--- src/rtl/alu_pkg.sv ---
// Shared definitions for the three-bit ALU datapath.
//   - state_t : operand-loader FSM states (value doubles as the LED code)
//   - op_t    : operation codes decoded by the downstream result mux
//   - ALU_W / RES_W / OP_W : operand, result and op-select widths
package alu_pkg;
  localparam int ALU_W = 3;
  localparam int RES_W = 6;
  localparam int OP_W  = 2;

  typedef enum logic [1:0] {
    WAIT_A  = 2'd0,
    WAIT_B  = 2'd1,
    WAIT_OP = 2'd2,
    READY   = 2'd3
  } state_t;

  typedef enum logic [OP_W-1:0] {
    OP_AND = 2'd0,
    OP_OR  = 2'd1,
    OP_ADD = 2'd2,
    OP_SUB = 2'd3
  } op_t;
endpackage

--- src/rtl/key_debouncer.sv ---
// Push-button conditioner: 2-flop synchroniser, level debouncer and
// press-pulse generator.
//   clk, rst_n : clock, asynchronous active-low reset
//   key_n      : raw button, low when pressed, asynchronous and bouncing
//   press      : one-cycle pulse when the debounced level becomes pressed
module key_debouncer #(
  parameter int DEBOUNCE_CYCLES = 500000
) (
  input  logic clk,
  input  logic rst_n,
  input  logic key_n,
  output logic press
);
  localparam int CW = $clog2(DEBOUNCE_CYCLES);
  localparam logic [CW-1:0] TERM = CW'(DEBOUNCE_CYCLES - 1);

  logic [1:0]    sync;
  logic          key_sync;
  logic          key_stable;
  logic [CW-1:0] cnt;
  logic [1:0]    flush;
  logic          armed;

  assign key_sync = sync[1];

  always_ff @(posedge clk or negedge rst_n) begin
    if (!rst_n) sync <= 2'b11;
    else        sync <= {sync[0], key_n};
  end

  // The synchroniser resets to "released", so a key held through reset
  // would look like a fresh press. Pulses are only allowed once a genuine
  // released level has been seen after the synchroniser has flushed.
  always_ff @(posedge clk or negedge rst_n) begin
    if (!rst_n) begin
      key_stable <= 1'b1;
      cnt        <= '0;
      press      <= 1'b0;
      flush      <= 2'b00;
      armed      <= 1'b0;
    end else begin
      press <= 1'b0;
      flush <= {flush[0], 1'b1};
      if (flush[1] && key_sync && key_stable) armed <= 1'b1;
      if (key_sync == key_stable) begin
        cnt <= '0;
      end else if (cnt == TERM) begin
        key_stable <= key_sync;
        cnt        <= '0;
        press      <= armed & ~key_sync;
      end else begin
        cnt <= cnt + 1'b1;
      end
    end
  end
endmodule

--- src/rtl/operand_loader.sv ---
// Front end of the switch-driven ALU: one button press per value loads
// operand A, operand B, then the op select, and holds them with a valid flag.
//   clk, rst_n     : clock, asynchronous active-low reset
//   sw, op_sw      : quasi-static switches (operand / operation select)
//   key_n          : raw push button, low when pressed
//   a, b, op       : registered operands and operation
//   operands_valid : high while a/b/op form a complete set (READY)
//   state_led      : FSM state code for the LEDs
module operand_loader
  import alu_pkg::*;
#(
  parameter int DEBOUNCE_CYCLES = 500000
) (
  input  logic             clk,
  input  logic             rst_n,
  input  logic [ALU_W-1:0] sw,
  input  logic [OP_W-1:0]  op_sw,
  input  logic             key_n,
  output logic [ALU_W-1:0] a,
  output logic [ALU_W-1:0] b,
  output logic [OP_W-1:0]  op,
  output logic             operands_valid,
  output logic [1:0]       state_led
);
  logic [ALU_W-1:0] sw_s1, sw_s2;
  logic [OP_W-1:0]  op_s1, op_s2;
  logic             press;
  state_t           state, state_nxt;
  logic             cap_a, cap_b, cap_op, clr_v;

  key_debouncer #(.DEBOUNCE_CYCLES(DEBOUNCE_CYCLES)) u_key (
    .clk   (clk),
    .rst_n (rst_n),
    .key_n (key_n),
    .press (press)
  );

  // Switches are quasi-static; a 2-flop stage is enough to keep the
  // captured word coherent.
  always_ff @(posedge clk or negedge rst_n) begin
    if (!rst_n) begin
      sw_s1 <= '0;
      sw_s2 <= '0;
      op_s1 <= '0;
      op_s2 <= '0;
    end else begin
      sw_s1 <= sw;
      sw_s2 <= sw_s1;
      op_s1 <= op_sw;
      op_s2 <= op_s1;
    end
  end

  always_ff @(posedge clk or negedge rst_n) begin
    if (!rst_n) state <= WAIT_A;
    else        state <= state_nxt;
  end

  always_comb begin
    state_nxt = state;
    cap_a     = 1'b0;
    cap_b     = 1'b0;
    cap_op    = 1'b0;
    clr_v     = 1'b0;
    if (press) begin
      unique case (state)
        WAIT_A:  begin cap_a  = 1'b1; state_nxt = WAIT_B;  end
        WAIT_B:  begin cap_b  = 1'b1; state_nxt = WAIT_OP; end
        WAIT_OP: begin cap_op = 1'b1; state_nxt = READY;   end
        READY:   begin clr_v  = 1'b1; state_nxt = WAIT_A;  end
      endcase
    end
  end

  always_ff @(posedge clk or negedge rst_n) begin
    if (!rst_n) begin
      a              <= '0;
      b              <= '0;
      op             <= '0;
      operands_valid <= 1'b0;
    end else begin
      if (cap_a) a <= sw_s2;
      if (cap_b) b <= sw_s2;
      if (cap_op) begin
        op             <= op_s2;
        operands_valid <= 1'b1;
      end
      if (clr_v) operands_valid <= 1'b0;
    end
  end

  assign state_led = state;
endmodule

--- config.mk ---
export PLATFORM = sky130hd
export DESIGN_NAME = operand_loader
export DESIGN_NICKNAME = d
export VERILOG_FILES = /design/src/rtl/alu_pkg.sv /design/src/rtl/key_debouncer.sv /design/src/rtl/operand_loader.sv
export SDC_FILE = /design/constraint.sdc
export NUM_CORES = 1
export LEC_CHECK = 0
export CAP_MARGIN = 20
export CORE_MARGIN = 2
export CORE_UTILIZATION = 50
export CTS_BUF_LIST = sky130_fd_sc_hd__clkbuf_8
export CTS_CLUSTER_SIZE = 8
export DETAILED_ROUTE_END_ITERATION = 8
export PLACE_DENSITY = 0.71
export SYNTH_ARGS = -nofsm -noshare
export SYNTH_HDL_FRONTEND = slang
export SYNTH_SLANG_ARGS = --single-unit
export TNS_END_PERCENT = 20
--- constraint.sdc ---
create_clock -name clk -period 3.6 [get_ports clk]
set_clock_uncertainty 0.2 [all_clocks]
set_input_delay 0.72 -clock clk [delete_from_list [all_inputs] [get_ports clk]]
set_output_delay 0.72 -clock clk [all_outputs]
set_load 0.05 [all_outputs]
* Yosys cells after proc, flatten, opt, wreduce, memory -nomap -nowiden
Index checks and enable logic that the tools add are counted.
** Cells by class
- Eq/ne operators :: 5
- $add $sub $neg :: 1
- Muxes and demuxes :: 15
- Multiply operators :: 0
- Shift-type cells :: 0
- Bitwise gates (word level) :: 3
- Magnitude comparators :: 0
- Divide/modulo/power cells :: 0
- Reduce and logical (&&, ||, !) cells :: 5
** Operator list (count)
- 19-bit two-way mux :: 2
- 19-bit by 1-bit adder with 19-bit output (second input constant) :: 1
- 19-bit == test (second input constant) :: 1
- 1-bit two-way mux :: 12
- 2-bit one-hot mux with 4 select lines :: 1
- 2-bit == test (second input constant) :: 2
- 2-bit by 1-bit == test with 1-bit output (second input constant) :: 1
- 1-bit logical AND :: 2
- 2-bit logical NOT :: 1
- 1-bit inverter :: 2
- 2-bit AND reduction :: 1
- 2-bit nonzero test :: 1
- 1-bit AND :: 1
- 1-bit == test :: 1
** Word-level totals
- Input bits :: 8
- Bits in read-only memories :: 0
- Output and inout port bits :: 11
- Bits in writable memories :: 0
- Register bits :: 47
- Logic and storage cells :: 44
- Bits in latches :: 0
- Memories :: 0

* Depth between registers and ports, before layout
- Depth in word-level cells :: 5
- Depth in mapped cells :: 6
- Depth with buffers taken out :: 5

* Hierarchy
A second synthesis with hierarchy kept.
** Unflattened totals
- Cells, all modules :: 161
- Area total of the unflattened synthesis :: 1974.4 sq um
** Modules (own cells, without submodules)
- key_debouncer :: cells an instance 116, area each 1197.4 sq um, times used 1
- operand_loader :: cells an instance 45, area each 777.0 sq um, times used 1

* Worst setup path after synthesis
OpenSTA, ideal clock, no wires.
- Kind :: flip-flop to flip-flop
- From :: register u_key.cnt[0]
- To :: register u_key.cnt[18]
- Data required time :: 3322 ps
- Setup time :: 78 ps
- Arrival :: 1748 ps
- Cell stages (with the launch flop) :: 6
- Slack :: 1574 ps
- Path through :: dfrtp_1 > ha_1 > nand4_4 > or4_1 > or3_1 > a21oi_1
** Between the ends
- Longest elaborated chain between the ends :: 3
- Elaborated cells between the ends (all ways) :: 4
- Classes of those cells :: add/sub: 1; eq/ne: 1; mux: 2
** RTL lines
- start, declared :: RTL line key_debouncer.sv:20 : logic [CW-1:0] cnt;
- start signal, assigned :: RTL line key_debouncer.sv:52 : cnt <= cnt + 1'b1;
- 19-bit by 1-bit adder with 19-bit output or 19-bit == test (tied branches) :: RTL line key_debouncer.sv:52, key_debouncer.sv:47
- 19-bit two-way mux * :: RTL line key_debouncer.sv:47 : end else if (cnt == TERM) begin
- 19-bit two-way mux * :: RTL line key_debouncer.sv:45 : if (key_sync == key_stable) begin
Mark *: on every way between the ends. The rest lies on a longest branch, timed or not.
A chain may end at the register's enable or synchronous reset.

* Final worst setup path
- From :: register state[1] (netlist: state_led[1])
- To :: output state_led[1]
** RTL lines
- start, declared :: RTL line operand_loader.sv:28 : state_t state, state_nxt;
- start signal, assigned :: RTL line operand_loader.sv:56 : else state <= state_nxt;
- end, declared :: RTL line operand_loader.sv:23 : output logic [1:0] state_led
No word-level cell between the ends.

==> impl_metrics.py <==
metrics = {
    "final_layout": {
        "nets": 194,
        "mostFrequentLayoutCells": "44 x dfrtp_1, 18 x nor2_1, 17 x clkdlybuf4s50_1, 12 x nand2_1, 11 x xnor2_1",
        "seq_area_mm2": 0.00118,
        "fillers": 288,
        "final_layout_size_suffix_gt1_frac": 0.166,
        "diodes": 0,
        "fin_area_mm2": 0.00227,
        "layout_commonest_cell": "dfrtp_1",
        "multi_input_area_um2": 736,
        "areaGrowthSynthToFinish_pct": 16.3,
    },
    "global_routing": {
        "grt_pass1_vias": 1351,
        "grt_use_met3": 0.0642,
        "grt_antenna_before_repair": 0,
        "grt_first_pass_wirelength_um": 5660,
        "grtUsageMet2": 0.296,
        "grt.overflow.total": 0,
        "gr-max-usage-layer": "met2",
        "grt_usage": 0.172,
        "met1_usage": 0.194,
        "grt_max_degree": 48,
    },
    "synthesis": {
        "synthCells": 158,
        "yosys-top-cells-area": "dfrtp_1 56%, xnor2_1 4.9%, mux2_2 4.6%, dfstp_2 4.0%, ha_1 3.8%",
        "ys_seq_area_frac": 0.603,
        "synthesis.nets": 172,
        "synthesis.area_mm2": 0.00196,
        "ys_warn_count": 0,
        "synth_seq_cells": 47,
        "ys_types": 30,
        "yosys.area.top_type": "dfrtp_1",
        "synth_top_area_frac": 0.563,
        "avgSynthCellArea_um2": 12.4,
    },
    "timing": {
        "fin_crit_sh": 0.683,
        "maxSlewHeadroom": 0.370,
        "fmax_ghz": 0.407,
        "setup_viol": 0,
        "setup_tns_ns": 0,
        "rsz0062_at_grt": "false",
        "tightest_slew_ns": 0.942,
        "min_period_ns": 2.46,
        "drv_slew": 0,
        "finalWorstSetupSlack_ns": 1.14,
        "final_hold_viol_count": 0,
    },
    "detailed_routing": {
        "drt_iter0_drc": 79,
        "route.detailed.wl_per_inst_um": 13.4,
        "firstDrtPassIters": 4,
        "drc": 0,
        "viasPerCell": 5.28,
        "ant_nets": 0,
        "wirelength_um": 3060,
        "vias": 1210,
    },
    "placed_design": {
        "hpwlAfterDp_um": 2100,
        "globalplace.congestion": 0.810,
        "dp_slack_ns": 1.29,
        "io_buffers": 18,
        "placed_cell_area_mm2": 0.00217,
    },
    "outcome": {
        "status": "finished clean",
    },
    "floorplan": {
        "die_h_um": 66.5,
        "fp.dieArea_mm2": 0.00443,
        "floorplan.rows": 22,
        "ios": 19,
        "initial_core_util": 0.526,
        "core_mm2": 0.00372,
        "fp.dieW_um": 66.5,
    },
    "clock_tree": {
        "clk-insertion-delay-late_ns": 0.29,
        "cts_root_buf": "clkbuf_8",
        "cts.sinks": 47,
        "numCtsBuffers": 5,
        "ctsHtreeMaxLevel": 2,
        "cts_tree": "yes",
        "postCtsHoldBufs": 0,
        "cts_resized": 0,
        "cts_setup_buffers": 0,
        "clkSlewWorstSetupHoldPaths_ns": 0.08,
        "cts_buffer_depth": 2,
    },
    "worst_setup_path": {
        "crit_type": "reg -> out",
        "crit_fanout": 4,
        "path_buf_inv": 1,
        "cpMaxStageDelayCell": "clkdlybuf4s50_1",
        "worstPathRequired_ns": 2.68,
        "crit_chain": "clkdlybuf4s50_1",
        "startpoint_type": "register",
        "max_stage_delay_ns": 0.84,
        "crit_family": "buffers and inverters",
        "crit_arrival_ns": 1.54,
        "crit_path_end_kind": "primary output",
    },
    "power_and_ir_drop": {
        "ir_worst_vdd_v": 0.000272,
        "p_leak_nw": 0.999,
        "design_power_total_mw": 0.870,
        "power_density_mw_per_mm2": 383,
    },
    "flow_run": {
        "maxCapViolations": 0,
    },
    "hold_path": {
        "min_path_type": "in -> async",
    },
}
-- worst paths after layout --
path / cells past startpoint / slack [ns] / startpoint / endpoint
hold reg to reg: 0 / 0.15 / op_s1[1] / op_s2[1]
min in group clk: 0 / 0.15 / op_s1[1] / op_s2[1]
setup reg to reg: 4 / 1.29 / u_key.cnt[9] / u_key.cnt[14]
setup / recovery: 1 / 1.14 / state_led[1] / state_led[1]
hold / removal: 1 / 0.02 / rst_n / b[0]
max in group asynchronous: 2 / 2.70 / rst_n / u_key.sync[1]
-- cells in the mapped netlist --
cell type and count:
dfrtp_1 44, nor2_1 18, nand2_1 12, xnor2_1 11, mux2_2 8, ha_1 6, nand3_1 6, nor4_1 6
inv_1 5, nor3_1 5, xor2_1 5, a21oi_1 4, nand4_1 4, o21ai_0 4, dfstp_2 3, a31o_2 2
nand4_4 2, and3_1 1, and4_2 1, and4bb_2 1, buf_2 1, buf_4 1, clkbuf_1 1, clkbuf_2 1
conb_1 1, mux2_4 1, o41ai_4 1, or3_1 1, or4_1 1, or4_4 1
-- worst reg2reg max path: stages, from the launching register on --
cell	delay, ns
dfrtp_1	0.45
nor4_1	0.31
nand2_1	0.15
o41ai_4	0.91
nor2_1	0.13
-- final cells by class --
class                      count  area share
tap                           48      0.0264
clock buffer                   5      0.0303
sequential                    47       0.519
clock inverter                 3     0.00660
inverter                       5     0.00826
timing repair buffer          19      0.0859
multi-input combinational    102       0.324
-- cell families after synthesis --
family	count (synthesis)	share of synthesized area
AO/OA/AOI/OAI	11	0.0435
XOR/XNOR	16	0.0717
adder cells (fa/ha/maj)	6	0.0384
buffers and inverters	9	0.0205
flip-flops	47	0.603
multiplexers	9	0.0537
other	1	0.00192
AND/OR/NAND/NOR	59	0.167
-- where the power goes --
group          internal, mW  total [mW]  switching (mW)
Combinational        0.0123      0.0293          0.0170
Clock                 0.133       0.295           0.162
Sequential            0.539       0.546         0.00651
Total                 0.684       0.870           0.186
-- layer usage --
layer / part of all wire / wire (um)
met1: 0.45 / 1370
met2: 0.51 / 1550
met3: 0.036 / 109
met4: 0.010 / 32
met5: 0 / 0
-- metrics by stage --
| step | util | cells | hold WS (ns) |
|---|---|---|---|
| global route | 0.612 | 229 | 0.0000234 |
| CTS | 0.606 | 228 | 0.155 |
| global placement | 0.584 | 220 | 0.131 |
| floorplan | - | 158 | 0.131 |
| detailed placement | 0.584 | 220 | 0.136 |
| finish | 0.612 | 229 | 0.0186 |
-- state kept, by name (all words and copies together), names as in the netlist, 2 cells and up --
name	flops
u_key.flush	2
u_key.sync	2
state_led	2
op	2
sw_s1	3
u_key.cnt	19
op_s1	2
b	3
sw_s2	3
op_s2	2
a	3
Power figures use the tool's default switching activity.
